$ cat src/rtl/mult_share_ctrl.sv
// mult_share_ctrl: one sequential shift-add WIDTHxWIDTH multiplier shared by two
// requesters. Round-robin arbitration with a req/ack handshake per requester.
// An accepted operation takes WIDTH RUN cycles, then one DONE cycle that pulses
// the owner's ack while the product is already stable on o_product.
module mult_share_ctrl #(
    parameter int WIDTH = 8
) (
    input  logic               i_clk,
    input  logic               i_rst,
    input  logic               i_req0,
    input  logic [WIDTH-1:0]   i_a0,
    input  logic [WIDTH-1:0]   i_b0,
    input  logic               i_req1,
    input  logic [WIDTH-1:0]   i_a1,
    input  logic [WIDTH-1:0]   i_b1,
    output logic               o_ack0,
    output logic               o_ack1,
    output logic               o_busy,
    output logic               o_owner,
    output logic [2*WIDTH-1:0] o_product
);

    localparam int CNT_W = (WIDTH > 1) ? $clog2(WIDTH) : 1;
    localparam logic [CNT_W-1:0] LAST_CNT = CNT_W'(WIDTH - 1);

    typedef enum logic [1:0] {
        S_IDLE = 2'd0,
        S_RUN  = 2'd1,
        S_DONE = 2'd2
    } state_t;

    state_t               r_state;
    state_t               w_next_state;

    logic [2*WIDTH-1:0]   r_acc;
    logic [2*WIDTH-1:0]   r_mcand;
    logic [WIDTH-1:0]     r_mplier;
    logic [CNT_W-1:0]     r_count;
    logic                 r_last_owner;
    logic                 r_owner;
    logic                 r_busy;
    logic                 r_ack0;
    logic                 r_ack1;
    logic [2*WIDTH-1:0]   r_product;

    logic                 w_accept;
    logic                 w_winner;
    logic                 w_last_step;
    logic [WIDTH-1:0]     w_a_sel;
    logic [WIDTH-1:0]     w_b_sel;
    logic [2*WIDTH-1:0]   w_sum;

    // Operand mux for the arbitration winner, and one shift-add step.
    assign w_a_sel = w_winner ? i_a1 : i_a0;
    assign w_b_sel = w_winner ? i_b1 : i_b0;
    assign w_sum   = r_mplier[0] ? (r_acc + r_mcand) : r_acc;

    // State register.
    // NOTE: sequential state uses non-blocking assignments so every register
    // samples pre-edge values, independent of statement order.
    always_ff @(posedge i_clk or posedge i_rst) begin
        if (i_rst) begin
            r_state <= S_IDLE;
        end else begin
            r_state <= w_next_state;
        end
    end

    // Next-state logic and round-robin arbitration.
    // NOTE: every signal gets a default first so no path leaves it unassigned,
    // which would otherwise infer a latch.
    always_comb begin
        w_next_state = r_state;
        w_accept     = 1'b0;
        w_winner     = r_last_owner;
        w_last_step  = 1'b0;
        case (r_state)
            S_IDLE: begin
                if (i_req0 || i_req1) begin
                    w_accept     = 1'b1;
                    // On a tie the requester that was not served last wins.
                    w_winner     = (i_req0 && i_req1) ? ~r_last_owner : i_req1;
                    w_next_state = S_RUN;
                end
            end
            S_RUN: begin
                if (r_count == LAST_CNT) begin
                    w_last_step  = 1'b1;
                    w_next_state = S_DONE;
                end
            end
            S_DONE:  w_next_state = S_IDLE;
            default: w_next_state = S_IDLE;
        endcase
    end

    // Datapath and registered outputs.
    // NOTE: the datapath registers are small and reset along with the FSM so an
    // aborted multiply leaves no stale partial product behind.
    always_ff @(posedge i_clk or posedge i_rst) begin
        if (i_rst) begin
            r_acc        <= '0;
            r_mcand      <= '0;
            r_mplier     <= '0;
            r_count      <= '0;
            r_last_owner <= 1'b1;
            r_owner      <= 1'b0;
            r_busy       <= 1'b0;
            r_ack0       <= 1'b0;
            r_ack1       <= 1'b0;
            r_product    <= '0;
        end else begin
            case (r_state)
                S_IDLE: begin
                    if (w_accept) begin
                        r_mcand      <= {{WIDTH{1'b0}}, w_a_sel};
                        r_mplier     <= w_b_sel;
                        r_acc        <= '0;
                        r_count      <= '0;
                        r_owner      <= w_winner;
                        r_last_owner <= w_winner;
                        r_busy       <= 1'b1;
                    end
                end
                S_RUN: begin
                    r_acc    <= w_sum;
                    r_mcand  <= r_mcand << 1;
                    r_mplier <= r_mplier >> 1;
                    r_count  <= r_count + CNT_W'(1);
                    if (w_last_step) begin
                        r_product <= w_sum;
                        r_ack0    <= ~r_owner;
                        r_ack1    <= r_owner;
                    end
                end
                S_DONE: begin
                    r_ack0 <= 1'b0;
                    r_ack1 <= 1'b0;
                    r_busy <= 1'b0;
                end
                default: begin
                    r_ack0 <= 1'b0;
                    r_ack1 <= 1'b0;
                    r_busy <= 1'b0;
                end
            endcase
        end
    end

    assign o_ack0    = r_ack0;
    assign o_ack1    = r_ack1;
    assign o_busy    = r_busy;
    assign o_owner   = r_owner;
    assign o_product = r_product;

endmodule

$ cat config.mk
export PLATFORM = sky130hd
export DESIGN_NAME = mult_share_ctrl
export DESIGN_NICKNAME = d
export VERILOG_FILES = /design/src/rtl/mult_share_ctrl.sv
export SDC_FILE = /design/constraint.sdc
export NUM_CORES = 1
export LEC_CHECK = 0
export ABC_AREA = 1
export BUFFER_PORTS_ARGS = -buffer_cell sky130_fd_sc_hd__buf_2
export CAP_MARGIN = 15
export CORE_MARGIN = 4
export CORE_UTILIZATION = 35
export DETAILED_ROUTE_END_ITERATION = 10
export GPL_ROUTABILITY_DRIVEN = 1
export RECOVER_POWER = 50
export SLEW_MARGIN = 20
export SYNTH_ARGS = -nofsm -noshare
export SYNTH_HDL_FRONTEND = slang
export SYNTH_SLANG_ARGS = --single-unit
$ cat constraint.sdc
create_clock -name i_clk -period 2 [get_ports i_clk]
set_input_delay 0.4 -clock i_clk [delete_from_list [all_inputs] [get_ports i_clk]]
set_output_delay 0.4 -clock i_clk [all_outputs]
set_load 0.01 [all_outputs]
# Word-level counts from Yosys, hierarchy flattened
# Index checks and enable logic that the tools add are counted.
[word_totals]
ram_bits = 0
in_bits = 36
n_memories = 0
register_bits = 66
mem_bits_ro = 0
latch_bits = 0
wordCells = 60
output_inout_bits = 20
[op_classes]
bitwise_logic = 4
div_mod_pow = 0
n_lt_le_gt_ge = 0
n_eq_ne = 6
n_addsub = 2
shift = 0
n_mul = 0
muxes = 27
reduce_logical = 10
[op_table]
columns = ["cell", "count"]
rows = [
  ["16-bit one-hot mux with 2 select lines", 2],
  ["16-bit two-way mux", 3],
  ["8-bit two-way mux", 3],
  ["16-bit adder", 1],
  ["8-bit one-hot mux with 2 select lines", 1],
  ["2-bit AND reduction", 6],
  ["1-bit two-way mux", 10],
  ["2-bit != test (second input constant)", 4],
  ["1-bit one-hot mux with 2 select lines", 3],
  ["3-bit one-hot mux with 2 select lines", 1],
  ["2-bit two-way mux", 2],
  ["1-bit inverter", 4],
  ["2-bit one-hot mux with 2 select lines", 1],
  ["3-bit by 1-bit adder with 3-bit output (second input constant)", 1],
  ["3-bit equality test (second input constant)", 1],
  ["3-bit two-way mux", 1],
  ["2-bit by 1-bit equality test with 1-bit output (second input constant)", 1],
  ["2-bit logical NOT", 1],
  ["2-bit nonzero test", 1],
  ["1-bit logical AND", 1],
  ["1-bit logical OR", 1],
]

# Depth between registers and ports, before layout
[depth]
depth_word = 7
mapped_depth = 12
mapped_depth_nobuf = 12

# Least setup slack after synthesis
# OpenSTA, ideal clock, no wires.
[synth_path]
path_kind = "register -> register"
startpoint = "register r_acc[0]"
endpoint = "register r_product[8], in the netlist o_product[8]"
n_path_buf = 0
arrival_ps = 1616
stages_incl_launch_ff = 12
slack_ps = 266
required_time_ps = 1883
synth_period_minus_slack_ps = 1734
cell_sequence = "dfrtp_1 ha_1 fa_1 nand2_1 nand2_1 and2_4 nand2_1 nand2_1 xnor2_1 nand2_1 nand3_1 nand2_1"
[synth_between]
elab_chain_cells = 2
[synth_lines]
columns = ["element", "line_no", "text"]
rows = [
  ["from (decl)", "35", "logic [2*WIDTH-1:0] r_acc;"],
  ["from (signal assigned)", "126", "r_acc <= w_sum;"],
  ["16-bit adder", "56", "assign w_sum = r_mplier[0] ? (r_acc + r_mcand) : r_acc;"],
  ["16-bit two-way mux", "56", ""],
  ["to (signal assigned)", "131", "r_product <= w_sum;"],
  ["to (decl)", "44", "logic [2*WIDTH-1:0] r_product;"],
]
# Every way passes these cells.
# A chain may end at the register's enable or synchronous reset.

# Final worst setup path
[layout_path]
startpoint = "register r_acc[0]"
endpoint = "register r_acc[14]"
[layout_between]
elab_chain_cells = 3
[layout_lines]
columns = ["element", "line_no", "text"]
rows = [
  ["16-bit adder", "56", ""],
  ["16-bit two-way mux", "56", ""],
  ["16-bit one-hot mux with 2 select lines", "113", "case (r_state)"],
]
# Every way passes these cells.

==> run_results.csv <==
group,metric,value,unit
timing,period_share,91.51,%
timing,max_slew.worst_pin.slew,1.624,ns
yosys,number_of_nets_in_the_synthesized_netlist,580,
power_and_ir_drop,finalPower,9.473,mW
finish,layout_common_cells,"159 x nand2_1, 75 x inv_1, 65 x dfrtp_1",
worst_setup_path,critPathMaxStageDelay,0.38,ns
yosys,synth_cells,526,
yosys,postSynth.topFlopCell,"dfrtp_1",
clocking,clk_pin_slew_worst_paths,0.06,ns
timing,report.final.hold_viol_count,0,
worst_setup_path,r2r_cells,12,
floorplan,floorplan.initialDensity,36.30,%
floorplan,die-width,114.7,um
finish,mostFrequentLayoutCell,"nand2_1",
worst_setup_path,cpMaxStageDelayCell,"dfrtp_1",
floorplan,top_level_ports,56,
status,result_of_the_run,"complete, but fails checks",
timing,fin_worst_skew,0.007138,ns
finish,final_area,4731,um2
worst_setup_path,crit_top_cell,"nand2_1",
yosys,synth.ff_latch_count,66,
worst_setup_path,critical_path.cell_chain,"ha_2 -> fa_2 -> nand2_1 -> nand2_1 -> nand3b_1 -> nand2_2 -> nand2_2 -> nand2_1 -> nand2_1 -> nand3_1 -> nand3_1 -> nand2_1",
floorplan,core.rowCount,38,
timing,finalCriticalPeriod,1.830,ns
drt,detail_route.vias_per_cell,4.845,
timing,max_slew_margin,-8.233,%
worst_setup_path,crit_end,"r_acc[14]$_DFFE_PP0P_",
yosys,synthesis.area,3986,um2
clocking,clock_latency,0.33,ns
yosys,synth.distinct_cells,38,
drt,wl_per_cell,12.61,um
drt,postRouteWirelength,9171,um
timing,fmaxAchievable,546.4,MHz
finish,n_antenna_cell,0,
finish,layout-drive-gt1-share,18.23,%
finish,fill_cells,1107,
placed_design,dp.final_hpwl,6785,um
clocking,cts-hold-fix-buffers,0,
status,failed_checks,"max-capacitance violations, max-slew violations",
yosys,synth_async_sr_flop_share,100.0,%
clocking,cts_tree,"built",
job,timing.max_cap.violations,1,
drt,dr.first_iter.drc_count,134,
power_and_ir_drop,power.leakage,2.511,nW
global_routing,grt_antenna_before_repair,0,
clocking,ctsRootBufferMaster,"clkbuf_16",
placed_design,place.gp.congestion,0.8401,
drt,ant_nets,0,
worst_setup_path,r2r_slack,0.17,ns
yosys,synth_edf_count,0,
placed_design,io_buf_count,55,
finish,flow.area_growth_from_synthesis,18.68,%
yosys,yosysWarningCount,0,
worst_setup_path,rr_startpoint,"r_acc[0]$_DFFE_PP0P_",
drt,detailroute.via_count,3522,
finish,fin_nets,636,
clocking,cts_htree_levels,3,
power_and_ir_drop,max-vdd-ir-drop,0.8968,mV
clocking,number_of_buffers_created_by_cts,9,
power_and_ir_drop,cellPowerDensity,2002,nW/um2
placed_design,dpl_worst_slack,0.06916,ns
worst_hold_path,hold_path_class,"input port to flop",
timing,fin_setup_tns,0,ns
floorplan,coreArea,10980,um2
global_routing,grt_first_pass_wirelength,16140,um
timing,max_transition_viols_final,67,
worst_setup_path,critical_path.max_fanout,3,
global_routing,vias_in_the_first_global_route,3470,
floorplan,design.die.area,13160,um2
worst_setup_path,worstSetupEndpointType,"flop",
global_routing,grt_max_degree,67,
drt,detailedRoute.firstPassIterationCount,4,
yosys,synth_sequential_area_ratio,41.46,%
worst_setup_path,crit_path_start_kind,"flop",
timing,hold-worst-slack,0.3133,ns
floorplan,die_height,114.7,um
worst_setup_path,critPathArrivalTime,2.05,ns
worst_setup_path,critPathKind,"flop to flop",
global_routing,global_route.usage.total,15.07,%
worst_setup_path,critical_path_required,2.22,ns
worst_setup_path,critical_path.reg2reg.endpoint,"r_acc[14]$_DFFE_PP0P_",
drt,drc,0,
timing,layout_setup_ws,0.1699,ns
global_routing,overflow_left_after_global_routing,0,
finish,area.sequential,1653,um2
yosys,syn_area_per_cell,7.579,um2
timing,setup_violations,0,
finish,multi_input_area,1916,um2
clocking,cts-root-to-sink-buffers,2,
placed_design,placement.cell_area,4364,um2
timing,setup_repair_after_global_routing_missed_its_margin,"no",
clocking,cts_sinks,66,
worst_setup_path,setup.worst_path.start,"r_acc[0]$_DFFE_PP0P_",
[worst min-delay path by stage]
stage | from | endpoint | cells after the start
floorplan | r_mplier[7]$_DFFE_PP0P_ | r_mplier[7]$_DFFE_PP0P_ | 2
global placement | o_product[1]$_DFFE_PP0P_ | o_product[1]$_DFFE_PP0P_ | 2
detailed placement | o_product[10]$_DFFE_PP0P_ | o_product[10]$_DFFE_PP0P_ | 2
CTS | i_rst | r_acc[1]$_DFFE_PP0P_ | 3
global route | i_b0[7] | r_mplier[7]$_DFFE_PP0P_ | 3
finish | i_b0[7] | r_mplier[7]$_DFFE_PP0P_ | 3
[critical path: cells and delay by family (launching register included)]
kind | cells | cell delay, ns
fa+ha+maj | 2 | 0.54
flops | 1 | 0.38
simple gates | 10 | 0.79
[Yosys cell counts (3+ instances only)]
cell	instances	share of area, %
buf_6	7	2.0
dfrtp_1	65	41
o211ai_1	12	2.3
nor2_1	23	2.2
o22ai_1	10	1.6
ha_1	17	5.3
inv_1	76	7.2
or2_2	8	1.3
inv_2	3	0.28
buf_4	3	0.56
nand3_1	38	4.8
o21ai_1	8	1.0
buf_2	8	1.0
nor3_1	3	0.38
nand2_1	163	15
a21oi_1	33	4.1
o21ai_0	18	2.3
[timing repair]
action,4_1_cts,5_1_grt
setup endpoints to repair,0,14
gates resized for setup,0,10
buffers inserted,0,2
[state kept, by name, summed over array words and instances (netlist names)]
name          flops
o_ack1            1
o_owner           1
r_acc            16
r_state           2
o_product        16
r_last_owner      1
r_mcand          16
o_ack0            1
r_count           3
o_busy            1
r_mplier          8
[routing by layer]
layer / vias up / GRT usage, % / wire length [um]
met5: - / 0 / 0
met3: 13 / 3.858 / 462
met4: 0 / 4.538 / 119
met2: 76 / 25.26 / 4281
met1: 1631 / 19.22 / 4309
li1: 1802 / - / -
[power breakdown]
| group | internal (mW) | total [mW] | switching, mW |
|---|---|---|---|
| registers | 2.03 | 2.52 | 0.499 |
| clock network | 1.22 | 1.81 | 0.590 |
| logic | 1.97 | 5.14 | 3.17 |
[per-stage QoR]
step	cells	util, %
floorplan	526	-
global placement	709	39.74
finish	727	43.07
CTS	725	42.87
global route	727	43.07
detailed placement	709	39.74
[cells by family (layout without fill, tap and decap cells)]
group                      Yosys count  in the layout  synth area share (%)
and+or+nand+nor                    247            247                 26.52
buffers and inverters              100            161                 11.33
adders and majority gates           18             18                 5.838
AOI/OAI and AO/OA                   90             90                 13.72
muxes                                1              1                0.2511
DFF                                 66             66                 41.46
xor gates and xnor gates             4              4                0.8790
[area by class of cell]
| cell class | count | area share, % |
|---|---|---|
| Multi-Input combinational cell | 360 | 40.49 |
| Tap cell | 140 | 3.703 |
| Timing Repair Buffer | 65 | 7.167 |
| Clock inverter | 6 | 2.433 |
| Inverter | 80 | 6.427 |
| Sequential cell | 66 | 34.94 |
| Clock buffer | 10 | 4.840 |
Power figures use the tool's default switching activity.
